### config.mk
export PLATFORM = sky130hd
export DESIGN_NAME = code_lock
export DESIGN_NICKNAME = d
export VERILOG_FILES = /design/src/rtl/code_lock.sv
export SDC_FILE = /design/constraint.sdc
export NUM_CORES = 1
export LEC_CHECK = 0
export CORE_MARGIN = 5
export CORE_UTILIZATION = 46
export DETAILED_ROUTE_END_ITERATION = 16
export PLACE_DENSITY = 0.76
export SLEW_MARGIN = 10
export SYNTH_ARGS = -nofsm -noshare
export SYNTH_HDL_FRONTEND = slang
export SYNTH_SLANG_ARGS = --single-unit
### constraint.sdc
create_clock -name clk -period 2.1 [get_ports clk]
set_input_delay 0.21 -clock clk [delete_from_list [all_inputs] [get_ports clk]]
set_output_delay 0.21 -clock clk [all_outputs]
set_load 0.05 [all_outputs]
### src/rtl/code_lock.sv
// Serial code lock: collects CODE_LEN-bit frames MSB-first and compares them against CODE.
// A match gives a timed unlock pulse; MAX_FAIL consecutive misses give a timed alarm lockout.
module code_lock #(
  parameter int unsigned          CODE_LEN       = 4,
  parameter logic [CODE_LEN-1:0]  CODE           = 4'b1010,
  parameter int unsigned          MAX_FAIL       = 3,
  parameter int unsigned          UNLOCK_CYCLES  = 8,
  parameter int unsigned          LOCKOUT_CYCLES = 16
) (
  input  logic                            clk,
  input  logic                            reset,
  input  logic                            code_valid,
  input  logic                            code_in,
  input  logic                            lock_now,
  output logic                            unlocked,
  output logic                            alarm,
  output logic [$clog2(MAX_FAIL+1)-1:0]   fail_count,
  output logic [$clog2(CODE_LEN+1)-1:0]   bit_count
);

  localparam int unsigned FC_W    = $clog2(MAX_FAIL + 1);
  localparam int unsigned BC_W    = $clog2(CODE_LEN + 1);
  localparam int unsigned TMR_MAX = (UNLOCK_CYCLES > LOCKOUT_CYCLES) ? UNLOCK_CYCLES : LOCKOUT_CYCLES;
  localparam int unsigned TMR_W   = $clog2(TMR_MAX + 1);

  localparam logic [BC_W-1:0]  LAST_BIT     = BC_W'(CODE_LEN - 1);
  localparam logic [FC_W-1:0]  FAIL_LIMIT   = FC_W'(MAX_FAIL);
  localparam logic [TMR_W-1:0] UNLOCK_LOAD  = TMR_W'(UNLOCK_CYCLES);
  localparam logic [TMR_W-1:0] LOCKOUT_LOAD = TMR_W'(LOCKOUT_CYCLES);
  localparam logic [TMR_W-1:0] TMR_LAST     = TMR_W'(1);

  typedef enum logic [1:0] {
    IDLE     = 2'd0,
    UNLOCKED = 2'd1,
    LOCKOUT  = 2'd2
  } state_t;

  state_t              state;
  logic [CODE_LEN-2:0] shreg;
  logic [TMR_W-1:0]    timer;
  logic [CODE_LEN-1:0] frame;
  logic [FC_W-1:0]     fail_next;

  // Saturating increment; the lockout transition keeps it from ever exceeding MAX_FAIL.
  function automatic logic [FC_W-1:0] fail_inc(input logic [FC_W-1:0] f);
    return (f == FAIL_LIMIT) ? f : f + FC_W'(1);
  endfunction

  // The completed frame includes the bit being sampled on this edge.
  assign frame     = {shreg, code_in};
  assign fail_next = fail_inc(fail_count);

  always_ff @(posedge clk) begin
    if (reset) begin
      state      <= IDLE;
      shreg      <= '0;
      bit_count  <= '0;
      fail_count <= '0;
      unlocked   <= 1'b0;
      alarm      <= 1'b0;
      timer      <= '0;
    end else begin
      case (state)
        IDLE: begin
          if (lock_now) begin
            shreg     <= '0;
            bit_count <= '0;
          end else if (code_valid) begin
            if (bit_count == LAST_BIT) begin
              shreg     <= '0;
              bit_count <= '0;
              if (frame == CODE) begin
                state      <= UNLOCKED;
                unlocked   <= 1'b1;
                fail_count <= '0;
                timer      <= UNLOCK_LOAD;
              end else if (fail_next == FAIL_LIMIT) begin
                state      <= LOCKOUT;
                alarm      <= 1'b1;
                fail_count <= fail_next;
                timer      <= LOCKOUT_LOAD;
              end else begin
                fail_count <= fail_next;
              end
            end else begin
              shreg     <= frame[CODE_LEN-2:0];
              bit_count <= bit_count + BC_W'(1);
            end
          end
        end

        // Timer counts down to 1; the edge that sees 1 ends the pulse, giving exactly N high cycles.
        UNLOCKED: begin
          if (lock_now || timer == TMR_LAST) begin
            state    <= IDLE;
            unlocked <= 1'b0;
            timer    <= '0;
          end else begin
            timer <= timer - TMR_W'(1);
          end
        end

        LOCKOUT: begin
          if (timer == TMR_LAST) begin
            state      <= IDLE;
            alarm      <= 1'b0;
            fail_count <= '0;
            bit_count  <= '0;
            timer      <= '0;
          end else begin
            timer <= timer - TMR_W'(1);
          end
        end

        default: begin
          state    <= IDLE;
          unlocked <= 1'b0;
          alarm    <= 1'b0;
          timer    <= '0;
        end
      endcase
    end
  end

endmodule

== Word-level counts from Yosys, hierarchy flattened ==
Index checks and enable logic that the tools add are counted.

* Bits of input ports: 5
* Logic and storage cells: 83
* Output and inout bits: 7
* Register bits after elaboration: 17
* Bits in latches: 0
* Bits in read-only memories: 0
* RAM bits: 0
* Memories: 0

* Shifts and indexed selects: 0
* Reduce and logical (&&, ||, !) cells: 11
* Equality and inequality tests: 17
* Multipliers: 0
* Multiplexer cells: 43
* Magnitude comparators: 0
* Bitwise gates (word level): 2
* Div/mod/pow operators: 0
* $add $sub $neg: 3

{| class="wikitable"
|+ Operator list
! operator !! number
|-
| 5-bit two-way mux || 7
|-
| 2-bit two-way mux || 12
|-
| 3-bit two-way mux || 7
|-
| 2-bit != test (second input constant) || 8
|-
| 5-bit one-hot mux with 3 select lines || 1
|-
| 6-bit AND reduction || 2
|-
| 1-bit two-way mux || 11
|-
| 7-bit AND reduction || 1
|-
| 2-bit equality test (second input constant) || 3
|-
| 3-bit != test (second input constant) || 2
|-
| 1-bit one-hot mux with 3 select lines || 2
|-
| 2-bit one-hot mux with 3 select lines || 1
|-
| 3-bit one-hot mux with 2 select lines || 1
|-
| 5-bit by 1-bit equality test with 1-bit output (second input constant) || 1
|-
| 5-bit AND reduction || 1
|-
| 5-bit by 1-bit subtractor with 5-bit output (second input constant) || 1
|-
| 4-bit equality test (second input constant) || 1
|-
| 2-bit one-hot mux with 2 select lines || 1
|-
| 4-bit AND reduction || 1
|-
| 2-bit nonzero test || 2
|-
| 3-bit by 1-bit adder with 3-bit output (second input constant) || 1
|-
| 3-bit by 2-bit equality test with 1-bit output (second input constant) || 1
|-
| 3-bit AND reduction || 1
|-
| 2-bit by 1-bit adder with 2-bit output (second input constant) || 1
|-
| other kinds (5) || 6
|}

== Longest topological paths before layout ==
* Depth in word-level cells: 9
* Mapped depth: 6
* Mapped depth without buffers: 6

== Least setup slack after synthesis ==
OpenSTA, ideal clock, no wires.

* Kind: reg2reg
* Start point: register bit_count[0]
* End point: register timer[3]
* Period minus slack after synthesis: 1726 ps
* Setup time: 70 ps
* Cell stages (with the launch flop): 6
* Data arrival time: 1656 ps
* Required time: 2030 ps
* Path buffers: 0
* Slack: 374 ps
* Cells stage by stage: dfxtp_1 ha_1 and4bb_2 o21ai_0 a31oi_1 a21boi_1

* Longest elaborated chain between the ends: 3

{| class="wikitable"
|+ RTL lines
! element !! line !! RTL
|-
| start: declaration || 18 || <nowiki>output logic [$clog2(CODE_LEN+1)-1:0] bit_count</nowiki>
|-
| start signal: assignment || 87 || <nowiki>bit_count <= bit_count + BC_W'(1);</nowiki>
|-
| 3-bit by 2-bit equality test with 1-bit output || 69 || <nowiki>if (bit_count == LAST_BIT) begin</nowiki>
|-
| 2-bit != test (no source line) || -- ||
|-
| 4-bit AND reduction (no source line) || -- ||
|-
| end signal: assignment || 99 || <nowiki>timer <= timer - TMR_W'(1);</nowiki>
|-
| end signal: assignment || 111 || <nowiki>timer <= timer - TMR_W'(1);</nowiki>
|-
| end: declaration || 40 || <nowiki>logic [TMR_W-1:0] timer;</nowiki>
|}

Every way passes these cells.
A chain may end at the register's enable or synchronous reset.

== Final worst setup path ==
* Start point: register fail_count[1]
* End point: output port fail_count[1]

{| class="wikitable"
|+ RTL lines
! element !! line !! RTL
|-
| start: declaration || 17 || <nowiki>output logic [$clog2(MAX_FAIL+1)-1:0] fail_count,</nowiki>
|-
| start signal: assignment || 80 || <nowiki>fail_count <= fail_next;</nowiki>
|-
| start signal: assignment || 83 || <nowiki>fail_count <= fail_next;</nowiki>
|}

No word-level cell between the ends.

==> results.md <==
- Run status: complete, no violations
- Average cell area after synthesis: about 9.1 um^2
- Antenna violation net count after detailed routing: 0
- Count of input and output buffers: 11
- Most used DFF post-synth: sky130_fd_sc_hd__dfxtp_1
- CP cell instances: clkdlybuf4s50_1
- Startpoint class of the critical path: flop
- Reg power frac: 0.610
- Worst hold margin: 0.453 ns
- First-pass iteration count of the detailed router: 4
- Area of the die: 3010 um^2
- Arrival time of the worst setup path: roughly 1.5 ns
- Setup TNS: 0 ns
- CTS resizes: 0
- Starting density of the core: 0.477
- Source-to-sink clock delay at the later pin of the worst-skew pair: 0.29 ns
- Period utilisation layout: 0.832
- Cts bufs inserted: 3
- Most area-hungry cell type in the Yosys netlist: sky130_fd_sc_hd__dfxtp_1
- Die span in y: around 55 um
- Min-Delay Path Class: flop to flop
- Combinational share of power: 0.066
- Unrepaired setup endpoints after global routing: no
- Slowest CP cell: sky130_fd_sc_hd__clkdlybuf4s50_1
- Classification of the worst setup path: flop to output port
- Wire length per cell after detailed routing: approximately 14 um
- Worst hold path depth: 2
- Overall overflow remaining after global route: 0
- Sw frac: 0.225
- Proportion of power drawn by the clock network: 0.324
- Clock tree from TritonCTS: built
- Number of buffers and inverters on the critical path: 1
- Peak clock frequency supported by timing: 0.572 GHz
- Post-Syn Nets: 110
- Residual DRC: 0
- Number of setup violations in the final report: 0
- Biggest area contributors in the synthesized netlist: sky130_fd_sc_hd__dfxtp_1 (37%), sky130_fd_sc_hd__a21oi_1 (5.4%), sky130_fd_sc_hd__nor4b_4 (5.1%), sky130_fd_sc_hd__ha_1 (4.1%), sky130_fd_sc_hd__nor2_1 (3.6%)
- DR vias: between 800 and 900
- Count of antenna diodes in the layout: 0
- Post-layout min period: roughly 1.7 ns
- Global-route total usage across every layer: 0.162
- Area share of the largest cell type after synthesis: 0.368
- Core Region: between 1500 and 2000 um^2
- Buffer levels on the longest clock path: 2
- Worst clock skew on the final layout: about 0.0017 ns
- Row cnt: 16
- Critical Path End Type: output port
- Power density of the placed cells: between 400 and 500 nW/um^2
- Crit path max-delay family: buffers and inverters
- Global-route wire length before repair: around 3500 um
- Post-synthesis instance total: roughly 100
- Final hold vios: 0
- Required time worst endpoint: between 1.5 and 2 ns
- DRC marker count from the first detailed-route iteration: 16
- Level count of the clock H-tree: 1
- Most frequent cells in the layout: sky130_fd_sc_hd__dfxtp_1 (17), sky130_fd_sc_hd__clkdlybuf4s50_1 (11), sky130_fd_sc_hd__a21oi_1 (10)
- Post-CTS Setup Inserts: 0
- P&R area growth vs syn: 18.2%
- Chip Width: 54.9 um
- Sum of net half-perimeters after detailed placement: roughly 1600 um
- Total power draw: between 500 and 600 uW
- Final weighted congestion in routability-driven placement: between 0.7 and 0.8
- MaxCap Viol Count: 0
- Io pins: 12
- Leak pwr: ~0.0004 uW
- Netlist area before placement: 926 um^2
- Cell-internal power: ~410 uW
- Most frequent standard cell in the layout excluding fill and tap cells: sky130_fd_sc_hd__dfxtp_1
- Post-cts hold buffer count: 0
- Ratio of cells with drive above 1 in the final layout: 0.147
- Total of flip-flops plus latches after synthesis: 17
- Initial antenna violation count: 0
- Count of flip-flops with a built-in enable after synthesis: 0
- Total detailed-routing wirelength: 2040 um
- Largest net degree at the start of global routing: 16
- Max-slew violation count: 0
- Sequential-to-total area share from yosys stat: 0.368
- Net switching component of the power: about 120 uW
- Share of synthesized registers carrying an async set or reset: 0
- Actual transition at the worst max-transition pin: 0.539 ns
- Slowest cell delay on critical path: around 0.83 ns
- Depth of the worst register-to-register path: 6
- Critical path fanouts, max: 5
- Number of nets in the layout: 125
- Root buffer selected by CTS: sky130_fd_sc_hd__clkbuf_4
- CTS sink count: 17
- Number of global-route vias before repair: a little over 800
- Highest ir drop seen on vdd: approximately 0.00038 V
- Detail-routed via count per cell: 5.70
- Number of distinct library cell variants in the gate-level netlist after synthesis: 38
- Clock-pin slew of the registers on the worst-case setup and hold paths: 0.09 ns
- Worst relative slew slack: 0.639
- Number of gates on the worst path with buffers counted: 1
- Reg2Reg Setup Slack: roughly 0.4 ns
- Synth Warn #: 0
synthesized netlist by cell type (2+ instances only):
library cell and instances:
sky130_fd_sc_hd__nand3_1 4, sky130_fd_sc_hd__a22oi_1 3, sky130_fd_sc_hd__or2_2 3, sky130_fd_sc_hd__mux2i_1 2
sky130_fd_sc_hd__nand2b_1 3, sky130_fd_sc_hd__o21ai_0 4, sky130_fd_sc_hd__a32oi_1 2, sky130_fd_sc_hd__ha_1 3
sky130_fd_sc_hd__a21oi_1 10, sky130_fd_sc_hd__inv_1 8, sky130_fd_sc_hd__nor3_1 3, sky130_fd_sc_hd__a31oi_1 2
sky130_fd_sc_hd__nand2_1 4, sky130_fd_sc_hd__nor4b_4 2, sky130_fd_sc_hd__nor2_1 9, sky130_fd_sc_hd__dfxtp_1 17
sky130_fd_sc_hd__and4bb_2 2
state kept, by name (all words and copies together) (netlist names):
| register | cells |
|---|---|
| alarm | 1 |
| timer | 5 |
| shreg | 3 |
| bit_count | 3 |
| unlocked | 1 |
| state | 2 |
| fail_count | 2 |
worst paths after layout:
kind,from,end
worst max-delay path,fail_count[1],fail_count[1]
worst min-delay path,alarm,alarm
worst max register to register,timer[1],timer[3]
worst min register to register,alarm,alarm
power groups by stage:
stage / Sequential [uW] / Combinational (uW) / Clock, uW
2_1_floorplan: 337 / 13.0 / 0
3_3_place_gp: 333 / 34.8 / 0
3_5_place_dp: 334 / 35.4 / 0
4_1_cts: 326 / 35.6 / 178
5_1_grt: 326 / 38.3 / 191
6_report: 326 / 35.4 / 173
through the flow:
stage               worst slack (ns)  instance area, um^2  utilization  instances
floorplan                      0.374                  926            -        102
global placement               0.275                 1070        0.550        139
detailed placement             0.243                 1070        0.550        139
CTS                            0.347                 1090        0.564        143
global route                   0.275                 1090        0.564        143
finish                         0.352                 1090        0.564        143
cells by family after synthesis:
kind of cell | share of synthesized area
and+or+nand+nor | 0.261
AOI/OAI and AO/OA | 0.247
DFF | 0.368
buffers and inverters | 0.0500
muxes | 0.0338
adders and majority gates | 0.0405
cell type report:
cell class / count / area, um^2
inverters: 8 / 30.0
clock buffers: 4 / 26.3
repair buffers: 13 / 125
flip-flops and latches: 17 / 340
multi-input cells: 74 / 539
well taps: 27 / 33.8
fillers: 187 / 847
per-layer routing:
metal,GRT usage,wire length [um],up-vias
li1,-,-,406
met1,0.187,873,388
met2,0.272,1050,16
met3,0.0327,74,5
met4,0.0954,42,0
met5,0,0,-
No activity file was read; power rests on OpenSTA's default activity.
